**src/rtl/bg_sdram_arbiter.sv**
```systemverilog
// Merges the BG layers' Avalon-MM read ports onto one SDRAM master and routes each return to the layer that issued it.
// Define BG_ARB_FIXED_PRIO_EN for fixed lowest-index priority; the default is round-robin.
module bg_sdram_arbiter #(
    parameter int unsigned pPORTS       = 4,
    parameter int unsigned pADDR_W      = 23,
    parameter int unsigned pMAX_PENDING = 8
) (
    input  logic                        iCLOCK,
    input  logic                        iRESET_N,
    input  logic [pPORTS*pADDR_W-1:0]   iREQ_ADDRESS,
    input  logic [pPORTS-1:0]           iREQ_READ,
    output logic [pPORTS-1:0]           oREQ_WAIT_REQUEST,
    output logic [15:0]                 oREQ_READ_DATA,
    output logic [pPORTS-1:0]           oREQ_READ_DATA_VALID,
    output logic [pADDR_W-1:0]          oSDRAM_ADDRESS,
    output logic                        oSDRAM_READ,
    input  logic                        iSDRAM_WAIT_REQUEST,
    input  logic [15:0]                 iSDRAM_READ_DATA,
    input  logic                        iSDRAM_READ_DATA_VALID,
    output logic                        oERROR
);

    localparam int unsigned GRANT_W = (pPORTS > 1) ? $clog2(pPORTS) : 1;
    localparam int unsigned PTR_W   = (pMAX_PENDING > 1) ? $clog2(pMAX_PENDING) : 1;
    localparam int unsigned CNT_W   = $clog2(pMAX_PENDING + 1);
    localparam int unsigned DATA_W  = 16;

    typedef enum logic {
        sIDLE  = 1'b0,
        sISSUE = 1'b1
    } state_t;

    state_t                 r_state, w_state_nxt;
    logic [GRANT_W-1:0]     r_grant, w_grant_nxt;
    logic [pADDR_W-1:0]     r_addr, w_addr_nxt;
    logic                   r_read, w_read_nxt;
    logic [DATA_W-1:0]      r_rd_data;
    logic [pPORTS-1:0]      r_rd_valid;
    logic                   r_error;

    logic [GRANT_W-1:0]     r_fifo [pMAX_PENDING];
    logic [PTR_W-1:0]       r_wr_ptr, r_rd_ptr;
    logic [CNT_W-1:0]       r_count;

    logic                   w_full, w_empty, w_push, w_pop;
    logic [GRANT_W-1:0]     w_head;
    logic                   w_found;
    logic [GRANT_W-1:0]     w_winner;
    logic [pADDR_W-1:0]     w_port_addr [pPORTS];

`ifndef BG_ARB_FIXED_PRIO_EN
    logic [GRANT_W-1:0]     r_last, w_last_nxt;
    logic                   w_hi_found, w_lo_found;
    logic [GRANT_W-1:0]     w_hi_idx, w_lo_idx;
`endif

    for (genvar g = 0; g < int'(pPORTS); g++) begin : g_addr
        assign w_port_addr[g] = iREQ_ADDRESS[g*pADDR_W +: pADDR_W];
    end

    assign w_full  = (r_count == CNT_W'(pMAX_PENDING));
    assign w_empty = (r_count == '0);
    assign w_push  = (r_state == sISSUE) && !iSDRAM_WAIT_REQUEST;
    assign w_pop   = iSDRAM_READ_DATA_VALID && !w_empty;
    assign w_head  = r_fifo[r_rd_ptr];

`ifdef BG_ARB_FIXED_PRIO_EN
    // Lowest requesting index wins.
    always_comb begin
        w_found  = 1'b0;
        w_winner = '0;
        for (int i = int'(pPORTS) - 1; i >= 0; i--) begin
            if (iREQ_READ[i]) begin
                w_found  = 1'b1;
                w_winner = GRANT_W'(i);
            end
        end
    end
`else
    // First requester above r_last wins; otherwise wrap to the lowest requester.
    always_comb begin
        w_hi_found = 1'b0;
        w_lo_found = 1'b0;
        w_hi_idx   = '0;
        w_lo_idx   = '0;
        for (int i = int'(pPORTS) - 1; i >= 0; i--) begin
            if (iREQ_READ[i]) begin
                if (GRANT_W'(i) > r_last) begin
                    w_hi_found = 1'b1;
                    w_hi_idx   = GRANT_W'(i);
                end else begin
                    w_lo_found = 1'b1;
                    w_lo_idx   = GRANT_W'(i);
                end
            end
        end
        w_found  = w_hi_found || w_lo_found;
        w_winner = w_hi_found ? w_hi_idx : w_lo_idx;
    end
`endif

    // Next-state and issue-register logic.
    always_comb begin
        w_state_nxt = r_state;
        w_grant_nxt = r_grant;
        w_addr_nxt  = r_addr;
        w_read_nxt  = r_read;
`ifndef BG_ARB_FIXED_PRIO_EN
        w_last_nxt  = r_last;
`endif
        case (r_state)
            sIDLE: begin
                if (w_found && !w_full) begin
                    w_state_nxt = sISSUE;
                    w_grant_nxt = w_winner;
                    w_addr_nxt  = w_port_addr[w_winner];
                    w_read_nxt  = 1'b1;
`ifndef BG_ARB_FIXED_PRIO_EN
                    w_last_nxt  = w_winner;
`endif
                end
            end
            sISSUE: begin
                if (!iSDRAM_WAIT_REQUEST) begin
                    w_state_nxt = sIDLE;
                    w_read_nxt  = 1'b0;
                end
            end
            default: begin
                w_state_nxt = sIDLE;
                w_read_nxt  = 1'b0;
            end
        endcase
    end

    // Only the granted port sees waitrequest low, and only in its acceptance cycle.
    always_comb begin
        oREQ_WAIT_REQUEST = '1;
        if (w_push) begin
            oREQ_WAIT_REQUEST[r_grant] = 1'b0;
        end
    end

    always_ff @(posedge iCLOCK) begin
        if (!iRESET_N) begin
            r_state    <= sIDLE;
            r_grant    <= '0;
            r_addr     <= '0;
            r_read     <= 1'b0;
`ifndef BG_ARB_FIXED_PRIO_EN
            r_last     <= GRANT_W'(pPORTS - 1);
`endif
            r_wr_ptr   <= '0;
            r_rd_ptr   <= '0;
            r_count    <= '0;
            r_rd_data  <= '0;
            r_rd_valid <= '0;
            r_error    <= 1'b0;
        end else begin
            r_state    <= w_state_nxt;
            r_grant    <= w_grant_nxt;
            r_addr     <= w_addr_nxt;
            r_read     <= w_read_nxt;
`ifndef BG_ARB_FIXED_PRIO_EN
            r_last     <= w_last_nxt;
`endif
            if (w_push) begin
                r_wr_ptr <= r_wr_ptr + PTR_W'(1);
            end
            if (w_pop) begin
                r_rd_ptr <= r_rd_ptr + PTR_W'(1);
            end
            case ({w_push, w_pop})
                2'b10:   r_count <= r_count + CNT_W'(1);
                2'b01:   r_count <= r_count - CNT_W'(1);
                default: r_count <= r_count;
            endcase
            r_rd_valid <= '0;
            if (w_pop) begin
                r_rd_valid <= pPORTS'(1) << w_head;
                r_rd_data  <= iSDRAM_READ_DATA;
            end
            if (iSDRAM_READ_DATA_VALID && w_empty) begin
                r_error <= 1'b1;
            end
        end
    end

    // Owner storage needs no reset; the pointers and count define validity.
    always_ff @(posedge iCLOCK) begin
        if (w_push) begin
            r_fifo[r_wr_ptr] <= r_grant;
        end
    end

    assign oSDRAM_ADDRESS       = r_addr;
    assign oSDRAM_READ          = r_read;
    assign oREQ_READ_DATA       = r_rd_data;
    assign oREQ_READ_DATA_VALID = r_rd_valid;
    assign oERROR               = r_error;

endmodule

```
**config.mk**
```make
export PLATFORM = sky130hd
export DESIGN_NAME = bg_sdram_arbiter
export DESIGN_NICKNAME = d
export VERILOG_FILES = /design/src/rtl/bg_sdram_arbiter.sv
export SDC_FILE = /design/constraint.sdc
export NUM_CORES = 1
export LEC_CHECK = 0
export BUFFER_PORTS_ARGS = -buffer_cell sky130_fd_sc_hd__buf_2
export CORE_AREA = 2 2 106 108
export CTS_CLUSTER_DIAMETER = 150
export CTS_CLUSTER_SIZE = 20
export DETAILED_ROUTE_END_ITERATION = 12
export DIE_AREA = 0 0 108 110
export PLACE_DENSITY = 0.66
export SLEW_MARGIN = 15
export SYNTH_ARGS = -nofsm -noshare
export SYNTH_HDL_FRONTEND = slang
export SYNTH_SLANG_ARGS = --single-unit
```
**constraint.sdc**
```tcl
create_clock -name iCLOCK -period 2.9 [get_ports iCLOCK]
set_input_delay 0.58 -clock iCLOCK [delete_from_list [all_inputs] [get_ports iCLOCK]]
set_output_delay 0.58 -clock iCLOCK [all_outputs]
set_load 0.02 [all_outputs]
```
---- Word-level counts from Yosys, hierarchy flattened ----
Memory sizes are Yosys's and may differ from the RTL's. A register that Yosys moved wholly into a read port is not among the register bits.
Index checks and enable logic that the tools add are counted.
cells by class
  $lt $le $gt $ge ......................... 7
  mux-type cells .......................... 50
  equal/unequal tests ..................... 5
  bitwise gates (word level) .............. 3
  reductions and logical operators ........ 14
  add/sub/neg operators ................... 4
  shift operators ......................... 1
operators with widths
  operator                                                       number
  binary-select mux 23 bit (select 2 bit)                        1
  2-to-1 mux 23 bit                                              2
  2-to-1 mux 2 bit                                               17
  2-to-1 mux 1 bit                                               23
  case mux 4 bit (2 select lines)                                1
  adder 3 x 1 -> 3 bit (second input constant)                   2
  2-to-1 mux 3 bit                                               2
  AND reduction 2 bit                                            3
  logical AND 1 bit                                              5
  adder 4 x 1 -> 4 bit (second input constant)                   1
  equality test 4 bit (second input constant)                    1
  greater-than comparator 1 x 2 -> 1 bit (first input constant)  2
  greater-than comparator 2 bit (first input constant)           2
  zero test 4 bit                                                1
  2-to-1 mux 4 bit                                               1
  != test 2 bit (second input constant)                          2
  inverter 4 bit                                                 1
  case mux 1 bit (2 select lines)                                2
  left shift 1 x 2 -> 4 bit (first input constant)               1
  subtractor 4 x 1 -> 4 bit (second input constant)              1
  >= comparator 3 bit (second input constant)                    1
  zero test 1 bit                                                3
  < comparator 2 x 3 -> 1 bit (second input constant)            1
  inverter 2 -> 3 bit                                            1
  other kinds (7)                                                7
word-level totals
  input port bits ......................... 116
  RAM bits ................................ 16
  flip-flop bits (word level) ............. 60
  memories kept ........................... 1
  output and inout port bits .............. 49
memories
  name    depth  width  read ports  clocked after Yosys merged registers in  wr ports  RTL line  RTL
  r_fifo  8      2      1           1                                        1         41        logic [GRANT_W-1:0] r_fifo [pMAX_PENDING];

---- Depth between registers and ports, before layout ----
Gate-level depths: netlist of run 1.
  depth in word-level cells ............... 14
  depth in mapped cells ................... 13
  gate-level depth less buffers ........... 10

---- Worst setup path before layout of run 1 ----
Ideal clock, no wire load.
  path kind ............................... reg-to-reg
  start point ............................. register r_count[1]
  end point ............................... register r_count[2]
  stages on the path, launching flop included .. 14
  path buffers ............................ 3
  arrival ................................. 2429 ps
  path slack .............................. 395 ps
  setup time .............................. 76 ps
  period minus slack after synthesis ...... 2505 ps
  cell sequence ........................... dfxtp_1 > buf_2 > nor4_1 > nand2b_1 > buf_2 > inv_2 > buf_2 > ha_1 > xor2_1 > ha_1 > a21oi_1 > xor2_1 > or3_1 > a21boi_0
on the way
  cells in the longest elaborated chain, start to end .. 5
  elaborated cells on any way between the ends .. 9
  those cells by class .................... 2 x add/sub; 2 x eq/ne; 1 x mux; 4 x reduce/logical
ends and longest elaborated chain
  what                                                                   RTL line  RTL
  from (decl)                                                            43        logic [CNT_W-1:0] r_count;
  from (signal assigned)                                                 174       2'b10: r_count <= r_count + CNT_W'(1);
  from (signal assigned)                                                 175       2'b01: r_count <= r_count - CNT_W'(1);
  from (signal assigned)                                                 176       default: r_count <= r_count;
  zero test 4 bit                                                        62        assign w_empty = (r_count == '0);
  zero test 1 bit                                                        64        assign w_pop = iSDRAM_READ_DATA_VALID && !w_empty;
  logical AND 1 bit                                                      64
  equality test 2 x 1 -> 1 bit or equality test 2 bit (tied branches)    173       case ({w_push, w_pop})
  case mux 4 bit (2 select lines) or nonzero test 2 bit (tied branches)  -
Parallel ways exist; a longest one is shown, timed or not.
A chain may end at the register's enable or synchronous reset.

---- Final worst setup path of run 1 ----
  start point ............................. register r_count[0]
  end point ............................... register r_count[2]
The elaborated chain is that of the path after synthesis.

==> results of run 1 <==
[power by group through the flow]
stage / combinational [mW] / clock, mW / sequential, mW
global placement: 1.28 / 0 / 1.51
CTS: 1.31 / 1.02 / 1.50
global route: 1.45 / 1.07 / 1.53
floorplan: 0.796 / 0 / 1.67
detailed placement: 1.31 / 0 / 1.52
finish: 1.30 / 0.989 / 1.50
[metrics by stage]
stage	instances	utilization	hold slack, ns	worst slack [ns]	total power, mW
finish	658	0.450	0.452	0.396	3.79
global route	658	0.450	0.444	0.109	4.05
CTS	657	0.449	0.439	0.298	3.83
detailed placement	641	0.426	0.445	0.343	2.83
global placement	641	0.426	0.438	0.439	2.79
floorplan	351	-	0.451	0.395	2.47
[how the worst max path moves through the flow]
stage | endpoint | cells past startpoint | slack [ns]
2_1_floorplan | r_count[2] | 13 | 0.39
3_3_place_gp | r_count[2] | 10 | 0.44
3_5_place_dp | r_count[2] | 10 | 0.34
4_1_cts | r_count[2] | 10 | 0.30
5_1_grt | r_count[2] | 10 | 0.11
6_report | r_count[2] | 10 | 0.40
[worst max-delay path: stages, from the launching register on]
cell      delay [ns]
dfxtp_1         0.38
nor4_2          0.34
nand2b_1        0.18
inv_2           0.17
ha_1            0.31
xor2_1          0.16
ha_1            0.18
a21oi_1         0.14
xor2_1          0.09
or3_1           0.30
a21boi_0        0.16
[synthesized netlist by cell type]
cell       n
mux4_2     4
nor2_1    12
bufbuf_8   1
o221ai_1  23
buf_4      2
nand3_1    4
nor3b_1    1
dfxtp_1   63
a21oi_1    8
inv_2      2
o21ai_0    4
buf_12     3
edfxtp_1  16
xnor2_1    5
o21bai_1   1
a21boi_1  17
a211oi_2   1
clkbuf_1   4
or2b_1     1
a21boi_0   3
nand2_1   67
nand3b_1   3
and3b_1    1
buf_2      9
o21ai_1    1
nor4_1     2
mux2i_1   50
buf_6      2
nor2b_2    1
a221oi_2   1
nor2b_1    6
ha_1       5
nand2b_1   5
inv_1      2
and2_2     1
and2_1     7
xor2_1     3
or3_1      2
nor3_1     7
a31oi_1    1
[logic make-up (layout without fill, tap and decap cells)]
logic type	Yosys count	count (layout)	share of synthesized area
AOI/OAI and AO/OA	60	60	0.125
muxes	54	54	0.161
buffers and inverters	25	191	0.0522
and+or+nand+nor	120	120	0.151
adders and majority gates	5	5	0.0171
other	0	1	0
xor gates and xnor gates	8	8	0.0191
DFF	79	79	0.475
[area by class of cell]
type,count,area (um2)
fill,1036,5880
timing repair buffer,171,886
antenna,1,2.50
tap,140,175
inverter,4,15.0
sequential,79,1740
clock buffer,10,149
multi-input combinational,247,1750
clock inverter,6,97.6
[sequential cells by signal, indices dropped and copies added (netlist names), 3 cells and up, named ones only]
name                  count
oREQ_READ_DATA_VALID      4
oSDRAM_ADDRESS           23
r_fifo                   16
r_wr_ptr                  3
oREQ_READ_DATA           16
r_rd_ptr                  3
r_count                   4
[timing repair]
action	in CTS	in global routing
gates resized for setup	0	1
setup endpoints to repair	0	1
setup buffers	0	0
[per-layer routing]
metal	up-vias	part of all wire	wire (um)
met1	1427	0.39	3460
li1	1579	-	-
met3	15	0.064	568
met5	-	0	0
met2	116	0.52	4650
met4	0	0.026	232
==> impl_metrics.csv, run 1 <==
group,metric,value,unit
clocking,numCtsBuffers,9,
synthesis,synth_cell_types,40,
finish,final_common_cell,"buf_2",
route,firstDrtPassIters,4,
grt,use_met3,0.0406,
place,io_buffers,164,
setup_path,worstPathRequired,3.18,ns
synthesis,ys_seq_area_frac,0.475,
pwr,power_frac_comb,0.343,
synthesis,synth_top_area_cell,"dfxtp_1",
pwr,power_leakage,2.25,nW
worst_hold_path,worst_hold_path.endpoint,"oREQ_READ_DATA[13]",
status,outcome,"completed",
pwr,vdd_ir_drop_max,302,uV
synthesis,synth_area_per_cell,10.4,um2
synthesis,synth_area_leaders,"dfxtp_1 34%, mux2i_1 14%, edfxtp_1 13%",
clocking,path_clk_slew,0.09,ns
route,detail-route-antenna-nets,0,
setup_path,rr_endpoint,"r_count[2]",
grt,grtUsageMet2,0.287,
die,dieWidth,108,um
timing,timing.final.crit_share,0.863,
timing,slew_viol_final,0,
finish,design_area,0.00481,mm2
pwr,sequentialPowerShare,0.396,
clocking,hold_buffers,0,
grt,first_global_vias,3235,
die,ios,165,
synthesis,synth_top_area_share,0.344,
grt,antenna_found_initial,1,
finish,syn2layout_area_growth,31.3,%
die,fp.dieH,110,um
worst_hold_path,hp-class,"input pin to register",
grt,busiest_layer,"met2",
die,dieArea,0.0119,mm2
setup_path,r2r_cells,10,
route,routed_wl,8910,um
setup_path,reg2reg_from,"r_count[0]",
route,drt_iter0_markers,123,
clocking,cts_tree,"yes",
timing,hold_violations,0,
grt,grt.total_usage,0.156,
route,viasPerCell,4.77,
clocking,clk_latency,0.36,ns
finish,final_nets,633,
setup_path,rrSetupSlack,0.40,ns
synthesis,yosysWarningCount,0,
timing,finalClockSkew,0.00871,ns
run,maxCapViolCount,0,
clocking,numClockSinks,79,
place,gp_congestion,0.773,
grt,overflow,0,
route,wl_per_cell,13.5,um
synthesis,syn_inst,351,
synthesis,ys_ff_latch,79,
setup_path,setup.worst_path.start,"r_count[0]",
die,placeableCoreArea,0.0107,mm2
synthesis,netlist_area,0.00367,mm2
place,dp_hpwl,6790,um
pwr,p_sw_frac,0.356,
setup_path,critical_path_class,"register to register",
route,drcViolationCount,0,
route,via_count,3137,
setup_path,endpoint_kind,"register",
pwr,clock_power_share,0.261,
timing,max_slew_margin,0.336,
clocking,htreeDepth,3,
grt,grt_max_degree,48,
clocking,clock_path_buffers,2,
timing,fmax,0.399,GHz
clocking,root_buffer,"clkbuf_8",
pwr,p_int,2.44,mW
die,rows,38,
die,start_util,0.343,
timing,tightest_slew,0.991,ns
worst_hold_path,min_path_cells,3,
timing,setup-tns-final,0,ns
grt,grt_pass1_wl,14400,um
timing,min_period,2.50,ns
finish,drive_above_1_share,0.383,
timing,rsz0062_at_grt,"false",
grt,grt_use_met1,0.168,
setup_path,arrival,2.79,ns
setup_path,worstSetupStartpointType,"register",
finish,final_cell_mix,"164 x buf_2, 67 x nand2_1, 63 x dfxtp_1",
synthesis,syn_nets,472,
pwr,p_switching,1.35,mW
setup_path,worstPathMaxFanout,22,
place,placed_area,0.00456,mm2
timing,setup_viol,0,
worst_hold_path,min_from,"iSDRAM_READ_DATA[13]",
pwr,p_per_area,787,mW/mm2
Note: power is estimated with default switching activity, not from simulation.
==> run 2, diff against run 1 <==
Settings changed: MAX_ROUTING_LAYER set to met4.
==> impl_metrics.csv, run 2 (same netlist as run 1, synthesis figures left out) <==
group,metric,value,unit
setup_path,critical-path-top-delay-family,"simple AND/OR/NAND/NOR gates",
run,maxCapViolCount,0,
worst_hold_path,hp-class,"register to register",
grt,grt_pass1_wl,14400,um
timing,tightest_slew,1.02,ns
die,placeableCoreArea,0.0107,mm2
setup_path,rrSetupSlack,0.38,ns
route,wl_per_cell,13.5,um
setup_path,critical_path_class,"register to register",
route,drcViolationCount,0,
setup_path,worstSetupStartpointType,"register",
place,io_buffers,164,
timing,hold_ws,0.452,ns
finish,syn2layout_area_growth,31.3,%
grt,grt_max_degree,48,
clocking,cts_tree,"yes",
timing,max_slew_margin,0.320,
die,ios,165,
timing,min_period,2.52,ns
clocking,clock_path_buffers,2,
grt,grt.total_usage,0.161,
route,viasPerCell,4.78,
die,start_util,0.343,
timing,hold_violations,0,
pwr,finalPower,3.79,mW
finish,final_nets,633,
route,via_count,3144,
place,gp_congestion,0.783,
timing,finalClockSkew,0.00837,ns
finish,final_cell_mix,"164 x buf_2, 67 x nand2_1, 63 x dfxtp_1",
grt,antenna_found_initial,1,
clocking,hold_buffers,0,
finish,drive_above_1_share,0.383,
timing,timing.final.crit_share,0.868,
place,dp_hpwl,6790,um
pwr,power_leakage,2.25,nW
die,dieWidth,108,um
route,firstDrtPassIters,4,
setup_path,r2r_cells,10,
setup_path,crit_chain,"nor4_2 > nand2b_1 > inv_2 > ha_1 > xor2_1 > ha_1 > a21oi_1 > xor2_1 > or3_1 > a21boi_0",
timing,setup-tns-final,0,ns
clocking,clk_latency,0.36,ns
setup_path,crit_buf_inv,1,
setup_path,rr_endpoint,"r_count[2]",
worst_hold_path,min_from,"oREQ_READ_DATA[5]",
die,dieArea,0.0119,mm2
setup_path,reg2reg_from,"r_count[0]",
setup_path,cpPeakStageDelay,0.38,ns
grt,overflow,0,
setup_path,worstPathRequired,3.18,ns
finish,largest_reg_flops,23,
clocking,numClockSinks,79,
timing,rsz0062_at_grt,"false",
clocking,root_buffer,"clkbuf_8",
route,drt_iter0_markers,117,
grt,first_global_vias,3235,
clocking,path_clk_slew,0.09,ns
worst_hold_path,min_path_cells,2,
setup_path,crit_slowest_cell,"dfxtp_1",
setup_path,worstPathMaxFanout,22,
pwr,p_per_area,787,mW/mm2
clocking,postCtsSetupBuffers,0,
die,rows,38,
finish,stdcell_count,658,
status,outcome,"completed",
route,routed_wl,8900,um
timing,setup_viol,0,
clocking,cts-resized-gates,0,
setup_path,arrival,2.80,ns
die,fp.dieH,110,um
clocking,htreeDepth,3,
finish,final_common_cell,"buf_2",
timing,fmax,0.397,GHz
pwr,vdd_ir_drop_max,302,uV
clocking,numCtsBuffers,9,
place,dp.cells,641,
timing,slew_viol_final,0,
route,detail-route-antenna-nets,0,
worst_hold_path,worst_hold_path.endpoint,"oREQ_READ_DATA[5]",
setup_path,endpoint_kind,"register",
-- run 2: worst max path at each step --
stage,cells after the start,slack [ns],startpoint,end
6_report,10,0.38,r_count[0],r_count[2]
3_5_place_dp,10,0.34,r_count[1],r_count[2]
2_1_floorplan,13,0.39,r_count[1],r_count[2]
3_3_place_gp,10,0.44,r_count[1],r_count[2]
5_1_grt,10,0.11,r_count[1],r_count[2]
4_1_cts,10,0.30,r_count[1],r_count[2]
-- run 2: layout make-up --
cell class | instances | area [um2]
Fill cell | 1036 | 5880
Multi-Input combinational cell | 247 | 1750
Sequential cell | 79 | 1740
Timing Repair Buffer | 171 | 886
Tap cell | 140 | 175
Clock buffer | 10 | 149
Clock inverter | 6 | 97.6
Inverter | 4 | 15.0
Antenna cell | 1 | 2.50
-- run 2: tightest hold or removal path: stages, from the launching register on --
cell,delay (ns)
dfxtp_1,0.31
nand2_1,0.05
a21boi_1,0.05
-- run 2: metal layers --
| metal | vias up | global-route usage | share of wire |
|---|---|---|---|
| li1 | 1577 | - | - |
| met1 | 1431 | 0.170 | 0.39 |
| met2 | 119 | 0.287 | 0.52 |
| met3 | 17 | 0.0317 | 0.059 |
| met4 | 0 | 0.0824 | 0.029 |
| met5 | - | - | 0 |
-- run 2: through the flow --
step           utilization  cell area (um2)  setup slack [ns]
2_1_floorplan            -             3670             0.395
3_3_place_gp         0.426             4560             0.439
3_5_place_dp         0.426             4560             0.343
4_1_cts              0.449             4800             0.298
5_1_grt              0.450             4810             0.105
6_report             0.450             4810             0.383
-- run 2: report_power, final --
part | internal (mW) | total [mW] | switching [mW] | leakage (nW)
clock network | 0.551 | 0.989 | 0.439 | 0.125
registers | 1.34 | 1.50 | 0.160 | 0.664
logic | 0.551 | 1.30 | 0.750 | 1.46
total | 2.44 | 3.79 | 1.35 | 2.25
